## src/rtl/alu_share_arbiter.sv

```systemverilog
// Two-port arbiter that time-shares one combinational ALU between the core control unit and the DDR address generator.
// Optional zero/not-zero-or-one flags on the result are compiled in with `define ALU_FLAGS_EN.
module alu_share_arbiter #(
   parameter int PRIORITY_MODE = 0,
   parameter int A_W           = 12,
   parameter int D_W           = 19
) (
   input  logic           clk,
   input  logic           rst,
   input  logic           req0,
   input  logic [2:0]     op0,
   input  logic [A_W-1:0] a0,
   input  logic [D_W-1:0] b0,
   input  logic           req1,
   input  logic [2:0]     op1,
   input  logic [A_W-1:0] a1,
   input  logic [D_W-1:0] b1,
   output logic           gnt0,
   output logic           gnt1,
   output logic           done0,
   output logic           done1,
   output logic [D_W-1:0] res,
   output logic           busy,
   output logic [A_W-1:0] alu_a,
   output logic [D_W-1:0] alu_b,
   output logic [2:0]     alu_op,
   input  logic [D_W-1:0] alu_c
`ifdef ALU_FLAGS_EN
   ,
   output logic           z,
   output logic           z1
`endif
);

   typedef enum logic [1:0] {IDLE, EXEC, DONE} state_t;

   state_t         state;
   logic           last_grant;
   logic           any_req;
   logic           win_port;
   logic [2:0]     win_op;
   logic [A_W-1:0] win_a;
   logic [D_W-1:0] win_b;

   // Winner selection; a lone request always wins regardless of mode.
   always_comb begin
      any_req  = req0 | req1;
      win_port = 1'b0;
      if (PRIORITY_MODE == 1)
         win_port = ~req0;
      else if (req0 && req1)
         win_port = ~last_grant;
      else
         win_port = ~req0;
      win_op = win_port ? op1 : op0;
      win_a  = win_port ? a1  : a0;
      win_b  = win_port ? b1  : b0;
   end

   always_ff @(posedge clk) begin
      if (rst) begin
         state      <= IDLE;
         last_grant <= 1'b1;
         gnt0       <= 1'b0;
         gnt1       <= 1'b0;
         done0      <= 1'b0;
         done1      <= 1'b0;
         busy       <= 1'b0;
         res        <= '0;
         alu_a      <= '0;
         alu_b      <= '0;
         alu_op     <= '0;
`ifdef ALU_FLAGS_EN
         z          <= 1'b0;
         z1         <= 1'b1;
`endif
      end else begin
         case (state)
            EXEC: begin
               res   <= alu_c;
               done0 <= ~last_grant;
               done1 <= last_grant;
               gnt0  <= 1'b0;
               gnt1  <= 1'b0;
               busy  <= 1'b1;
               state <= DONE;
`ifdef ALU_FLAGS_EN
               z     <= (alu_c == '0);
               z1    <= (alu_c != '0) && (alu_c != D_W'(1));
`endif
            end
            // IDLE and DONE arbitrate identically, giving back-to-back grants.
            default: begin
               done0 <= 1'b0;
               done1 <= 1'b0;
               if (any_req) begin
                  gnt0       <= ~win_port;
                  gnt1       <= win_port;
                  last_grant <= win_port;
                  alu_op     <= win_op;
                  alu_a      <= win_a;
                  alu_b      <= win_b;
                  busy       <= 1'b1;
                  state      <= EXEC;
               end else begin
                  gnt0  <= 1'b0;
                  gnt1  <= 1'b0;
                  busy  <= 1'b0;
                  state <= IDLE;
               end
            end
         endcase
      end
   end

endmodule

```

## config.mk

```make
export PLATFORM = sky130hd
export DESIGN_NAME = alu_share_arbiter
export DESIGN_NICKNAME = d
export VERILOG_FILES = /design/src/rtl/alu_share_arbiter.sv
export SDC_FILE = /design/constraint.sdc
export NUM_CORES = 1
export LEC_CHECK = 0
export ABC_AREA = 1
export BUFFER_PORTS_ARGS = -buffer_cell sky130_fd_sc_hd__buf_4
export CELL_PAD_IN_SITES_DETAIL_PLACEMENT = 0
export CELL_PAD_IN_SITES_GLOBAL_PLACEMENT = 1
export CORE_MARGIN = 5
export CORE_UTILIZATION = 32
export CTS_CLUSTER_SIZE = 30
export DETAILED_ROUTE_END_ITERATION = 10
export MAX_ROUTING_LAYER = met4
export PLACE_DENSITY = 0.87
export SYNTH_ARGS = -nofsm -noshare
export SYNTH_HDL_FRONTEND = slang
export SYNTH_SLANG_ARGS = --single-unit
```

## constraint.sdc

```tcl
create_clock -name clk -period 3.1 [get_ports clk]
set_input_delay 0.62 -clock clk [delete_from_list [all_inputs] [get_ports clk]]
set_output_delay 0.62 -clock clk [all_outputs]
set_load 0.03 [all_outputs]
```

==> metrics.md <==
| Metric | Value |
|---|---|
| Outcome | complete, no violations |
| Cells after Synth | 404 |
| Die Height | 102.2 um |
| I/O Pins | 149 |
| Area of the multi-input gates | 1189 um2 |
| Initial core utilization | 0.3294 |
| Clk pwr share | 0.325 |
| CP Capture Type | flip-flop |
| Synthesized net count | 495 |
| Post-CTS setup buffer count | 0 |
| RSZ-0062 raised after global routing | no |
| Initial DRC Count | 66 |
| Grt total ovfl | 0 |
| WHS | 0.4407 ns |
| Final hold violations | 0 |
| Port bufs | 148 |
| Cell variety after synth | 17 |
| Clk pin slew, worst setup/hold paths | 0.07 ns |
| TritonRoute pass-1 iters | 4 |
| Worst vdd ir | 265.6 uV |
| Fill cells | 866 |
| Final Max Slew Viols | 0 |
| Overall Global Routing Usage | 0.1635 |
| CP arrival | 2.06 ns |
| Switching Power | 724.8 uW |
| First-pass GRT wire length | 13250 um |
| Reg2Reg Capture Point | alu_b[0] |
| Clk_skew | 0.007281 ns |
| Post-CTS Resized | 0 |
| FF-to-FF Start | state[1] |
| CTS H-Tree Depth | 3 |
| N_diodes | 0 |
| Max-cap violation count | 0 |
| Slew headroom | 0.4784 |
| Seq/Total Area, Yosys | 0.4489 |
| Leakage | 0.002270 uW |
| Die area | 10440 um2 |
| Power Dens Cells | 556.6 nW/um2 |
| Largest net degree at the start of global routing | 37 |
| Worst hold path class | flip-flop to flip-flop |
| Crit share post-route | 0.5748 |
| CTS Buf Count | 9 |
| Ys Warns | 0 |
| Area grow syn2layout | 48.76% |
| DPL Wire Length | 5944 um |
| CTS Sinks | 61 |
| Final setup fails | 0 |
| Worst-Skew Late Latency | 0.33 ns |
| Vias per Instance | 4.483 |
| Vias in the first global route | 2894 |
| CP Launch Type | flip-flop |
| Flop pwr share | 0.404 |
| Layout cells sized above 1 | 0.3218 |
| Yosys reg bits | 61 |
| Initial antenna violation count | 0 |
| Register area | 1221 um2 |
| CTS tree | done |
| Post-route minimum period | 1.782 ns |
| CP Capture Point | alu_b[0] |
| FMAX | 0.5612 GHz |
| CTS root buffer | clkbuf_8 |
| Synthesized area | 2720 um2 |
| Nets | 633 |
| Internal power | 1527 uW |
| Remaining antenna violation count | 0 |
| Critical Path Start | state[1] |
| Avg Inst Size Synth | 6.733 um2 |
| GPL Wtd Cong | 0.7824 |
| WL per Instance | 12.60 um |
| R2r setup slk | 1.32 ns |
| WP data required | 3.38 ns |
| Hold_buf cts | 0 |
| Total negative slack | 0 ns |
| Vias | 2923 |
| # rows | 33 |
| Residual DRC | 0 |
| Core footprint | 8258 um2 |
| Gate power share | 0.270 |
| Die Width | 102.2 um |
| Final WL | 8212 um |
| R2r worst-path depth | 6 |
| Switching share of total power | 0.3218 |
| Max Root-Sink Buffers | 2 |
| Crit Path Class | flip-flop to flip-flop |
| Crit-path max FO | 36 |
| Worst Max-Slew Pin Slew | 0.7806 ns |
[worst min-delay path by stage]
stage / startpoint / end / slack, ns / cells past startpoint
after floorplan: last_grant / done0 / 0.41 / 1
after global placement: last_grant / done0 / 0.43 / 1
after detailed placement: last_grant / done0 / 0.44 / 1
after CTS: last_grant / done0 / 0.44 / 1
after global routing: last_grant / done0 / 0.47 / 1
final: last_grant / done0 / 0.44 / 1
[registers in the layout (all words and copies together) (netlist names)]
| name | cells |
|---|---|
| done1 | 1 |
| gnt1 | 1 |
| alu_a | 12 |
| gnt0 | 1 |
| last_grant | 1 |
| done0 | 1 |
| res | 19 |
| busy | 1 |
| state | 2 |
| alu_b | 19 |
| alu_op | 3 |
[worst max-delay path, stage by stage, from the launching register on]
cell and delay, ns:
dfxtp_1 0.36, inv_2 0.03, nand2_1 0.54, nand3_4 0.48, nand2_1 0.19, nand2_1 0.07
inv_1 0.04
[cell families (layout without fill, tap and decap cells)]
logic type      Yosys count  count (layout)  share of synthesized area
simple gates            256             256                     0.3983
buf+inv                  66             209                     0.1141
compound gates           21              21                    0.03864
flops                    61              61                     0.4489
[synth_stat cells (all sizes together)]
cell    number  share of area
dfxtp       61           0.45
o21ai        1         0.0018
nor2         7          0.016
inv         41          0.057
a21oi       20          0.037
nand3       70           0.13
nand2      179           0.25
buf         20          0.051
clkbuf       5         0.0069
[cell type report]
type | count | share of cell area
clock inverter | 5 | 0.01453
sequential | 61 | 0.3018
tap | 105 | 0.03247
multi-input combinational | 277 | 0.2938
clock buffer | 11 | 0.03741
timing repair buffer | 152 | 0.2820
inverter | 41 | 0.03803
[through the flow]
step	power (uW)	util	area, um2	instances	setup slack (ns)
2_1_floorplan	1296	-	2720	404	1.690
6_report	2252	0.4900	4046	652	1.318
3_3_place_gp	1539	0.4645	3836	636	1.219
4_1_cts	2285	0.4900	4046	652	1.257
5_1_grt	2385	0.4900	4046	652	0.9962
3_5_place_dp	1544	0.4645	3836	636	1.202
[power groups by stage]
stage | combinational, uW | sequential [uW] | clock (uW)
2_1_floorplan | 225 | 1070 | 0
3_3_place_gp | 612 | 927 | 0
3_5_place_dp | 616 | 928 | 0
4_1_cts | 618 | 911 | 756
5_1_grt | 675 | 919 | 792
6_report | 609 | 910 | 733
[cell usage in the layout, fill, tap and decap left out, drive strengths merged]
cell | netlist | layout
nand2 | 179 | 179
a21oi | 20 | 20
nand3 | 70 | 70
nor2 | 7 | 7
dfxtp | 61 | 61
clkbuf | 5 | 11
inv | 41 | 41
clkinv | 0 | 2
buf | 20 | 152
clkinvlp | 0 | 2
bufinv | 0 | 1
o21ai | 1 | 1
[routing by layer]
metal  vias to the layer above  track usage  part of all wire
li1                       1527            -                 -
met1                      1281       0.1946              0.42
met2                        98       0.2659              0.48
met3                        17      0.03481             0.072
met4                         0      0.07164             0.022
met5                         -            -                 0
Note: power is estimated with default switching activity, not from simulation.
